File: config.mk
export PLATFORM = sky130hd
export DESIGN_NAME = uart_echo_responder
export DESIGN_NICKNAME = d
export VERILOG_FILES = /design/src/rtl/uart_pkg.sv /design/src/rtl/uart_sync_fifo.sv /design/src/rtl/uart_echo_responder.sv
export SDC_FILE = /design/constraint.sdc
export NUM_CORES = 1
export LEC_CHECK = 0
export BUFFER_PORTS_ARGS = -buffer_cell sky130_fd_sc_hd__buf_2
export CORE_ASPECT_RATIO = 0.8
export CORE_MARGIN = 4
export CORE_UTILIZATION = 45
export DETAILED_ROUTE_END_ITERATION = 16
export GPL_TIMING_DRIVEN = 0
export PLACE_DENSITY = 0.67
export SLEW_MARGIN = 40
export SYNTH_ARGS = -nofsm -noshare
export SYNTH_HDL_FRONTEND = slang
export SYNTH_SLANG_ARGS = --single-unit
File: constraint.sdc
create_clock -name clk -period 2.61 [get_ports clk]
set_input_delay 0.3915 -clock clk [delete_from_list [all_inputs] [get_ports clk]]
set_output_delay 0.3915 -clock clk [all_outputs]
set_load 0.02 [all_outputs]
File: src/rtl/uart_pkg.sv
// Shared types and constants for the UART echo responder and its bench.
`timescale 1ns/1ps
package uart_pkg;

    typedef enum logic [1:0] {IDLE, ARM, HOLD, GAP} echo_state_e;

    localparam int UART_BITS_PER_FRAME = 11;

endpackage

File: src/rtl/uart_sync_fifo.sv
// Single-clock FIFO with a combinational head output and a separately tracked count.
`timescale 1ns/1ps
module uart_sync_fifo #(
    parameter int WIDTH = 8,
    parameter int DEPTH = 8
) (
    input  logic                     clk,
    input  logic                     rst,
    input  logic                     push,
    input  logic                     pop,
    input  logic [WIDTH-1:0]         wdata,
    output logic [WIDTH-1:0]         rdata,
    output logic                     full,
    output logic                     empty,
    output logic [$clog2(DEPTH):0]   count
);

    localparam int AW = $clog2(DEPTH);
    localparam logic [AW:0] FULL_COUNT = (AW+1)'(DEPTH);

    logic [WIDTH-1:0] mem [DEPTH];
    logic [AW-1:0]    wr_ptr_reg;
    logic [AW-1:0]    rd_ptr_reg;
    logic [AW:0]      count_reg;
    logic             do_push;
    logic             do_pop;

    // A pop in the same cycle frees the slot, so a push on a full FIFO still lands.
    assign do_pop  = pop && (count_reg != '0);
    assign do_push = push && ((count_reg != FULL_COUNT) || do_pop);

    always_ff @(posedge clk) begin
        if (do_push) begin
            mem[wr_ptr_reg] <= wdata;
        end
    end

    always_ff @(posedge clk or negedge rst) begin
        if (!rst) begin
            wr_ptr_reg <= '0;
            rd_ptr_reg <= '0;
            count_reg  <= '0;
        end else begin
            if (do_push) begin
                wr_ptr_reg <= wr_ptr_reg + 1'b1;
            end
            if (do_pop) begin
                rd_ptr_reg <= rd_ptr_reg + 1'b1;
            end
            case ({do_push, do_pop})
                2'b10:   count_reg <= count_reg + 1'b1;
                2'b01:   count_reg <= count_reg - 1'b1;
                default: count_reg <= count_reg;
            endcase
        end
    end

    assign rdata = mem[rd_ptr_reg];
    assign full  = (count_reg == FULL_COUNT);
    assign empty = (count_reg == '0);
    assign count = count_reg;

endmodule

File: src/rtl/uart_echo_responder.sv
// Echo node: captures bytes from UART_RX, buffers them and re-offers each one to UART_TX,
// paced by baud_tick so consecutive frames never overlap.
`timescale 1ns/1ps
module uart_echo_responder
    import uart_pkg::*;
#(
    parameter int                   DATA_WIDTH     = 8,
    parameter int                   FIFO_DEPTH     = 8,
    parameter int                   BITS_PER_FRAME = UART_BITS_PER_FRAME,
    parameter int                   GAP_TICKS      = 2,
    parameter logic [DATA_WIDTH-1:0] XOR_MASK      = '0
) (
    input  logic                          clk,
    input  logic                          rst,
    input  logic                          baud_tick,
    input  logic                          rx_data_valid,
    input  logic [DATA_WIDTH-1:0]         rx_data_out,
    output logic                          tx_data_ready,
    output logic [DATA_WIDTH-1:0]         tx_data_in,
    output logic                          tx_busy,
    output logic [$clog2(FIFO_DEPTH):0]   fifo_count,
    output logic                          overflow
);

    localparam int FRAME_TICKS = BITS_PER_FRAME + GAP_TICKS;
    localparam int GW          = $clog2(FRAME_TICKS + 1);
    localparam logic [GW-1:0] GAP_LAST = GW'(FRAME_TICKS);

    echo_state_e           state_reg;
    echo_state_e           state_next;
    logic                  tx_ready_reg;
    logic                  tx_ready_next;
    logic [DATA_WIDTH-1:0] tx_data_reg;
    logic [DATA_WIDTH-1:0] tx_data_next;
    logic [GW-1:0]         gap_cnt_reg;
    logic [GW-1:0]         gap_cnt_next;
    logic                  rx_valid_d_reg;
    logic                  overflow_reg;

    logic                  rx_rise;
    logic                  fifo_pop;
    logic                  fifo_full;
    logic                  fifo_empty;
    logic [DATA_WIDTH-1:0] fifo_head;

    // rx_data_valid is a level; only its rising edge counts as a new byte.
    assign rx_rise = rx_data_valid && !rx_valid_d_reg;

    uart_sync_fifo #(
        .WIDTH (DATA_WIDTH),
        .DEPTH (FIFO_DEPTH)
    ) u_fifo (
        .clk   (clk),
        .rst   (rst),
        .push  (rx_rise),
        .pop   (fifo_pop),
        .wdata (rx_data_out ^ XOR_MASK),
        .rdata (fifo_head),
        .full  (fifo_full),
        .empty (fifo_empty),
        .count (fifo_count)
    );

    always_ff @(posedge clk or negedge rst) begin
        if (!rst) begin
            state_reg      <= IDLE;
            tx_ready_reg   <= 1'b0;
            tx_data_reg    <= '0;
            gap_cnt_reg    <= '0;
            rx_valid_d_reg <= 1'b0;
            overflow_reg   <= 1'b0;
        end else begin
            state_reg      <= state_next;
            tx_ready_reg   <= tx_ready_next;
            tx_data_reg    <= tx_data_next;
            gap_cnt_reg    <= gap_cnt_next;
            rx_valid_d_reg <= rx_data_valid;
            if (rx_rise && fifo_full && !fifo_pop) begin
                overflow_reg <= 1'b1;
            end
        end
    end

    always_comb begin
        state_next    = state_reg;
        tx_ready_next = tx_ready_reg;
        tx_data_next  = tx_data_reg;
        gap_cnt_next  = gap_cnt_reg;
        fifo_pop      = 1'b0;
        case (state_reg)
            IDLE: begin
                if (!fifo_empty) begin
                    state_next = ARM;
                end
            end
            ARM: begin
                if (baud_tick) begin
                    tx_data_next  = fifo_head;
                    tx_ready_next = 1'b1;
                    fifo_pop      = 1'b1;
                    state_next    = HOLD;
                end
            end
            HOLD: begin
                // Ready spans exactly one tick, so TX launches exactly one frame.
                if (baud_tick) begin
                    tx_ready_next = 1'b0;
                    gap_cnt_next  = '0;
                    state_next    = GAP;
                end
            end
            GAP: begin
                if (baud_tick) begin
                    gap_cnt_next = gap_cnt_reg + 1'b1;
                    if (gap_cnt_next == GAP_LAST) begin
                        state_next = IDLE;
                    end
                end
            end
            default: state_next = IDLE;
        endcase
    end

    assign tx_data_ready = tx_ready_reg;
    assign tx_data_in    = tx_data_reg;
    assign tx_busy       = (state_reg != IDLE);
    assign overflow      = overflow_reg;

endmodule

Word-level counts from Yosys, hierarchy flattened
Memories as Yosys holds them, arrays and structs flattened. A register that Yosys moved wholly into a read port is not among the register bits.
Cells that the tools add are included.
{"block": "classes", "add_sub_neg": 5, "n_mul": 0, "div": 0, "order_cmp": 0, "n_eq_ne": 13, "shift": 0, "mux": 17, "bitwise_logic": 0, "n_reduce_logical": 20}
{"cell": "one-hot mux 4 bit (2 select lines)", "count": 2}
{"cell": "two-way mux 2 bit", "count": 5}
{"cell": "inequality test 2 bit (second input constant)", "count": 5}
{"cell": "adder 4 x 1 -> 4 bit (second input constant)", "count": 2}
{"cell": "equality test 4 bit (second input constant)", "count": 2}
{"cell": "two-way mux 4 bit", "count": 2}
{"cell": "one-hot mux 2 bit (4 select lines)", "count": 1}
{"cell": "nonzero test 2 bit", "count": 4}
{"cell": "adder 3 x 1 -> 3 bit (second input constant)", "count": 2}
{"cell": "equality test 2 bit (second input constant)", "count": 3}
{"cell": "two-way mux 1 bit", "count": 6}
{"cell": "AND reduction 3 bit", "count": 2}
{"cell": "logical AND 1 bit", "count": 5}
{"cell": "AND reduction 5 bit", "count": 1}
{"cell": "equality test 2 x 1 -> 1 bit (second input constant)", "count": 2}
{"cell": "logical NOT 4 bit", "count": 1}
{"cell": "inequality test 4 bit (second input constant)", "count": 1}
{"cell": "nonzero test 4 bit", "count": 1}
{"cell": "subtractor 4 x 1 -> 4 bit (second input constant)", "count": 1}
{"cell": "logical NOT 1 bit", "count": 3}
{"cell": "logical NOT 2 bit", "count": 1}
{"cell": "one-hot mux 1 bit (2 select lines)", "count": 1}
{"cell": "AND reduction 2 bit", "count": 1}
{"cell": "logical OR 1 bit", "count": 1}
{"block": "word_totals", "reg_bits": 19, "latchBits": 0, "ramBits": 64, "romBits": 0, "output_inout_bits": 15, "wordCells": 64, "memories": 1}
{"memory": "u_fifo.mem", "depth": 8, "width": 8, "read_ports": 1, "rd_ports_with_merged_regs": 1, "wr": 1, "line_no": "uart_sync_fifo.sv:21", "text": "logic [WIDTH-1:0] mem [DEPTH];"}

Logic depth before layout (Yosys ltp)
{"block": "depth", "depth_word": 7, "mapped_depth": 12, "depth_no_buf": 12}

Hierarchy
A second synthesis with hierarchy kept.
{"block": "unflattened", "hier_cells": 229, "area_unflattened_um2": 3953.8}
{"module": "uart_sync_fifo", "n_inst": 1, "cells_each": 159, "area_each_um2": 3123.0}
{"module": "uart_echo_responder", "n_inst": 1, "cells_each": 70, "area_each_um2": 830.8}

Least setup slack after synthesis
Ideal clock, no wire load.
{"block": "synth_timing", "path_kind": "register to register", "startpoint": "register state_reg[1]", "endpoint": "register u_fifo.count_reg[2] (netlist: u_fifo.count[2])", "t_arrival_ns": 2.161, "t_required_ns": 2.473, "slack_ns": 0.312, "path_stages_with_launch": 13, "path_buffers": 0, "path_cell_list": "dfrtp_1 -> inv_1 -> ha_1 -> nand2_2 -> a31oi_4 -> inv_1 -> ha_1 -> xor2_1 -> ha_1 -> a21oi_1 -> xor2_1 -> nor2_1 -> xor2_1"}
{"block": "synth_between", "elab_chain_len": 7}
{"item": "start, declared", "line_no": "uart_echo_responder.sv:29", "text": "echo_state_e state_reg;"}
{"item": "start signal, assigned", "line_no": "uart_echo_responder.sv:73", "text": "state_reg <= state_next;"}
{"item": "equality test 2 x 1 -> 1 bit (*)", "line_no": "uart_echo_responder.sv:90", "text": "case (state_reg)"}
{"item": "two-way mux 1 bit (*)", "line_no": "uart_echo_responder.sv:90"}
{"item": "logical AND 1 bit (*)", "line_no": "uart_sync_fifo.sv:29", "text": "assign do_pop = pop && (count_reg != '0);"}
{"item": "logical OR 1 bit", "line_no": "uart_sync_fifo.sv:30", "text": "assign do_push = push && ((count_reg != FULL_COUNT) || do_pop);"}
{"item": "logical AND 1 bit", "line_no": "uart_sync_fifo.sv:30"}
{"item": "equality test 2 x 1 -> 1 bit / equality test 2 bit (equally long branches)", "line_no": "uart_sync_fifo.sv:50", "text": "case ({do_push, do_pop})"}
{"item": "one-hot mux 4 bit (2 select lines) / nonzero test 2 bit (equally long branches)"}
{"item": "end signal, assigned", "line_no": "uart_sync_fifo.sv:51", "text": "2'b10: count_reg <= count_reg + 1'b1;"}
{"item": "end signal, assigned", "line_no": "uart_sync_fifo.sv:52", "text": "2'b01: count_reg <= count_reg - 1'b1;"}
{"item": "end signal, assigned", "line_no": "uart_sync_fifo.sv:53", "text": "default: count_reg <= count_reg;"}
{"item": "end, declared", "line_no": "uart_sync_fifo.sv:24", "text": "logic [AW:0] count_reg;"}
Every way passes the cells marked *; elsewhere a longest branch is shown, timed or not.
A chain may end at the register's enable or synchronous reset.

Worst setup path in the final report
{"block": "layout_timing", "startpoint": "register state_reg[1]", "endpoint": "memory u_fifo.mem[1][7] (enable)"}
{"block": "layout_between", "elab_chain_len": 7}
{"item": "equality test 2 x 1 -> 1 bit", "line_no": "uart_echo_responder.sv:90"}
{"item": "two-way mux 1 bit", "line_no": "uart_echo_responder.sv:90"}
{"item": "logical AND 1 bit", "line_no": "uart_sync_fifo.sv:29"}
{"item": "logical OR 1 bit", "line_no": "uart_sync_fifo.sv:30"}
{"item": "logical AND 1 bit", "line_no": "uart_sync_fifo.sv:30"}
{"item": "two-way mux 1 bit", "line_no": "uart_sync_fifo.sv:33", "text": "if (do_push) begin"}
{"item": "two-way mux 1 bit (not written as such)", "line_no": "uart_sync_fifo.sv:34", "text": "mem[wr_ptr_reg] <= wdata;"}
{"item": "end, declared", "line_no": "uart_sync_fifo.sv:21"}
Every way passes these cells.

==> impl_metrics.sql <==
INSERT INTO impl_metrics (metric_group, metric, value, unit) VALUES
('run_status', 'result_of_the_run', 'completed', ''),
('logic_synthesis', 'ff_latch_count_synth', '91', ''),
('logic_synthesis', 'synth-seq-area-share', '0.673', ''),
('flow_run', 'max_cap_violations', '0', ''),
('layout', 'final_layout_size_suffix_gt1_frac', '0.297', ''),
('route', 'routedWlPerCell', '17.8', 'um'),
('clocking', 'tritoncts_clock_tree', 'yes', ''),
('power_and_ir_drop', 'finalPower', '4.55', 'mW'),
('floorplan', 'core_area', '8130', 'um2'),
('power_and_ir_drop', 'p_int', '2.93', 'mW'),
('critical_path', 'r2r-start', 'state_reg[1]$_DFFE_PN0P_', ''),
('timing', 'fmaxAchievable', '405', 'MHz'),
('clocking', 'tritoncts.num_buffers', '9', ''),
('power_and_ir_drop', 'power_per_cell_area', '1040', 'nW/um2'),
('power_and_ir_drop', 'pwr-share-seq', '0.445', ''),
('critical_path', 'crit_path_top_delay_cell', 'nor3b_2', ''),
('power_and_ir_drop', 'vdd.ir_drop.worst', '0.347', 'mV'),
('layout', 'antenna-diode-count', '0', ''),
('logic_synthesis', 'synth_ff_type', 'edfxtp_1', ''),
('critical_path', 'slowest_delay', '0.70', 'ns'),
('timing', 'timing_max_transition_violations_final', '0', ''),
('route', 'vias', '2017', ''),
('layout', 'synthToLayoutAreaGrowth', '13.1', '%'),
('timing', 'timing_worst_slew_pin_value', '0.783', 'ns'),
('route', 'remaining_drc_errors', '0', ''),
('critical_path', 'worstPathRequired', '2.60', 'ns'),
('critical_path', 'critical_path_buf_inv_count', '1', ''),
('clocking', 'insertion_delay', '0.36', 'ns'),
('power_and_ir_drop', 'power_frac_clock', '0.188', ''),
('grt', 'groute.usage.overall', '0.145', ''),
('route', 'firstDrtPassIters', '4', ''),
('layout', 'number_of_flip_flops_in_the_largest_register', '64', ''),
('placement', 'place_hpwl', '4.50', 'mm'),
('power_and_ir_drop', 'combinationalPowerShare', '0.366', ''),
('critical_path', 'worst-setup-path-type', 'reg -> reg', ''),
('layout', 'n_fill_cell', '674', ''),
('logic_synthesis', 'synth-edff-count', '64', ''),
('logic_synthesis', 'synth.distinct_cells', '42', ''),
('layout', 'final_design_area_no_fill', '4360', 'um2'),
('route', 'vias_per_cell', '5.35', ''),
('clocking', 'clock_sinks', '91', ''),
('floorplan', 'die-area', '10100', 'um2'),
('route', 'finalWirelength', '6.70', 'mm'),
('floorplan', 'floorplan.initialDensity', '0.475', ''),
('logic_synthesis', 'synth_async_sr_flop_share', '0.297', ''),
('layout', 'mostFrequentLayoutCells', 'edfxtp_1, buf_2, dfrtp_1', ''),
('logic_synthesis', 'post_synth.cell_area_avg', '17.0', 'um2'),
('timing', 'timing.final.setup_violations', '0', ''),
('clocking', 'cts.htree.levels', '3', ''),
('timing', 'post-route-period-util', '0.945', ''),
('floorplan', 'floorplan.die.height', '90.8', 'um'),
('layout', 'max_flop_register', 'u_fifo.mem', ''),
('logic_synthesis', 'netlist_top_cells_area', 'edfxtp_1, dfrtp_1, mux4_2', ''),
('critical_path', 'worst-r2r-setup-slack', '0.14', 'ns'),
('logic_synthesis', 'yosysTopAreaCell', 'edfxtp_1', ''),
('timing', 'post-route-min-period', '2.47', 'ns'),
('timing', 'finalHoldViolations', '0', ''),
('floorplan', 'rows', '29', ''),
('clocking', 'ctsRootBufferMaster', 'clkbuf_8', ''),
('logic_synthesis', 'yosys_warnings', '0', ''),
('power_and_ir_drop', 'sw_frac_of_total', '0.356', ''),
('placement', 'port_buffers', '25', ''),
('critical_path', 'cpLargestDelayFamily', 'simple AND/OR/NAND/NOR gates', ''),
('timing', 'postLayoutSetupSlackWorst', '0.142', 'ns'),
('logic_synthesis', 'netlist.area_leader.share', '0.498', ''),
('grt', 'wire_length_of_the_first_global_routing_pass', '11.0', 'mm'),
('grt', 'grt_pass1_vias', '2000', ''),
('clocking', 'clk_pin_slew', '0.09', 'ns'),
('grt', 'grt_start_max_net_pins', '28', ''),
('layout', 'stdcell_count', '377', ''),
('placement', 'place_inst', '360', '');
## cell type report
cell class,count,area share
multi-input combinational,121,0.282
clock buffer,10,0.0293
timing repair buffer,26,0.0304
inverter,6,0.00516
clock inverter,6,0.0112
sequential,91,0.595
buffer,9,0.0152
tap,108,0.0310
## per-layer routing
metal / up-vias / GRT usage / share of wire
met5: - / 0 / 0
met4: 0 / 0.0547 / 0.016
met3: 11 / 0.0409 / 0.054
met2: 42 / 0.211 / 0.47
met1: 1015 / 0.207 / 0.46
li1: 949 / - / -
## cell families after synthesis
group           after synthesis  share of synthesized area
buf+inv                      15                     0.0230
compound gates               26                     0.0473
fa+ha+maj                    12                     0.0389
simple gates                 45                     0.0619
xor+xnor                      9                     0.0204
mux                          29                      0.135
flops                        91                      0.673
## timing repair
action,4_1_cts,5_1_grt
hold buffers,0,0
gates resized for setup,0,4
hold endpoints to repair,0,0
setup endpoints to repair,0,23
setup buffers,0,1
## power groups by stage
stage                     Clock, mW  Combinational [mW]  Sequential [mW]
after global placement            0                1.60             2.04
after detailed placement          0                1.65             2.06
after floorplan                   0                1.10             2.15
after CTS                     0.882                1.66             2.03
after global routing          0.963                1.83             2.07
final                         0.858                1.67             2.03
## synth_stat cells, types with 2 or more instances
cell type,count
a21oi_1,5
a22o_1,2
buf_2,4
dfrtp_1,27
edfxtp_1,64
ha_1,12
inv_1,4
inv_2,2
mux2_2,3
mux2i_1,9
mux4_1,7
mux4_2,9
nand2_1,17
nand2b_1,3
nand3_1,3
nor2_1,6
nor2b_1,3
nor3_1,3
nor3_2,2
nor3b_1,4
o21ai_0,3
o21ai_1,8
xnor2_1,3
xor2_1,6
## worst max path at each step
stage	start	to	slack, ns	cells after the start
CTS	state_reg[1]$_DFFE_PN0P_	u_fifo.count[2]$_DFFE_PN0P_	0.04	11
global route	state_reg[1]$_DFFE_PN0P_	u_fifo.mem[1][4]$_DFFE_PP_	-0.02	6
detailed placement	state_reg[1]$_DFFE_PN0P_	u_fifo.count[2]$_DFFE_PN0P_	0.05	11
finish	state_reg[1]$_DFFE_PN0P_	u_fifo.mem[1][7]$_DFFE_PP_	0.14	6
global placement	state_reg[1]$_DFFE_PN0P_	u_fifo.mem[2][6]$_DFFE_PP_	-0.32	6
floorplan	state_reg[1]$_DFFE_PN0P_	u_fifo.count[2]$_DFFE_PN0P_	0.31	12
## per-stage QoR
step                utilization  hold slack (ns)  setup TNS (ns)
floorplan                     -           0.0959               0
global placement          0.507            0.442          -12.13
detailed placement        0.510            0.439               0
CTS                       0.532           0.0394               0
global route              0.537           0.0661         -0.0714
finish                    0.537           0.0215               0
No activity file was read; power rests on OpenSTA's default activity.
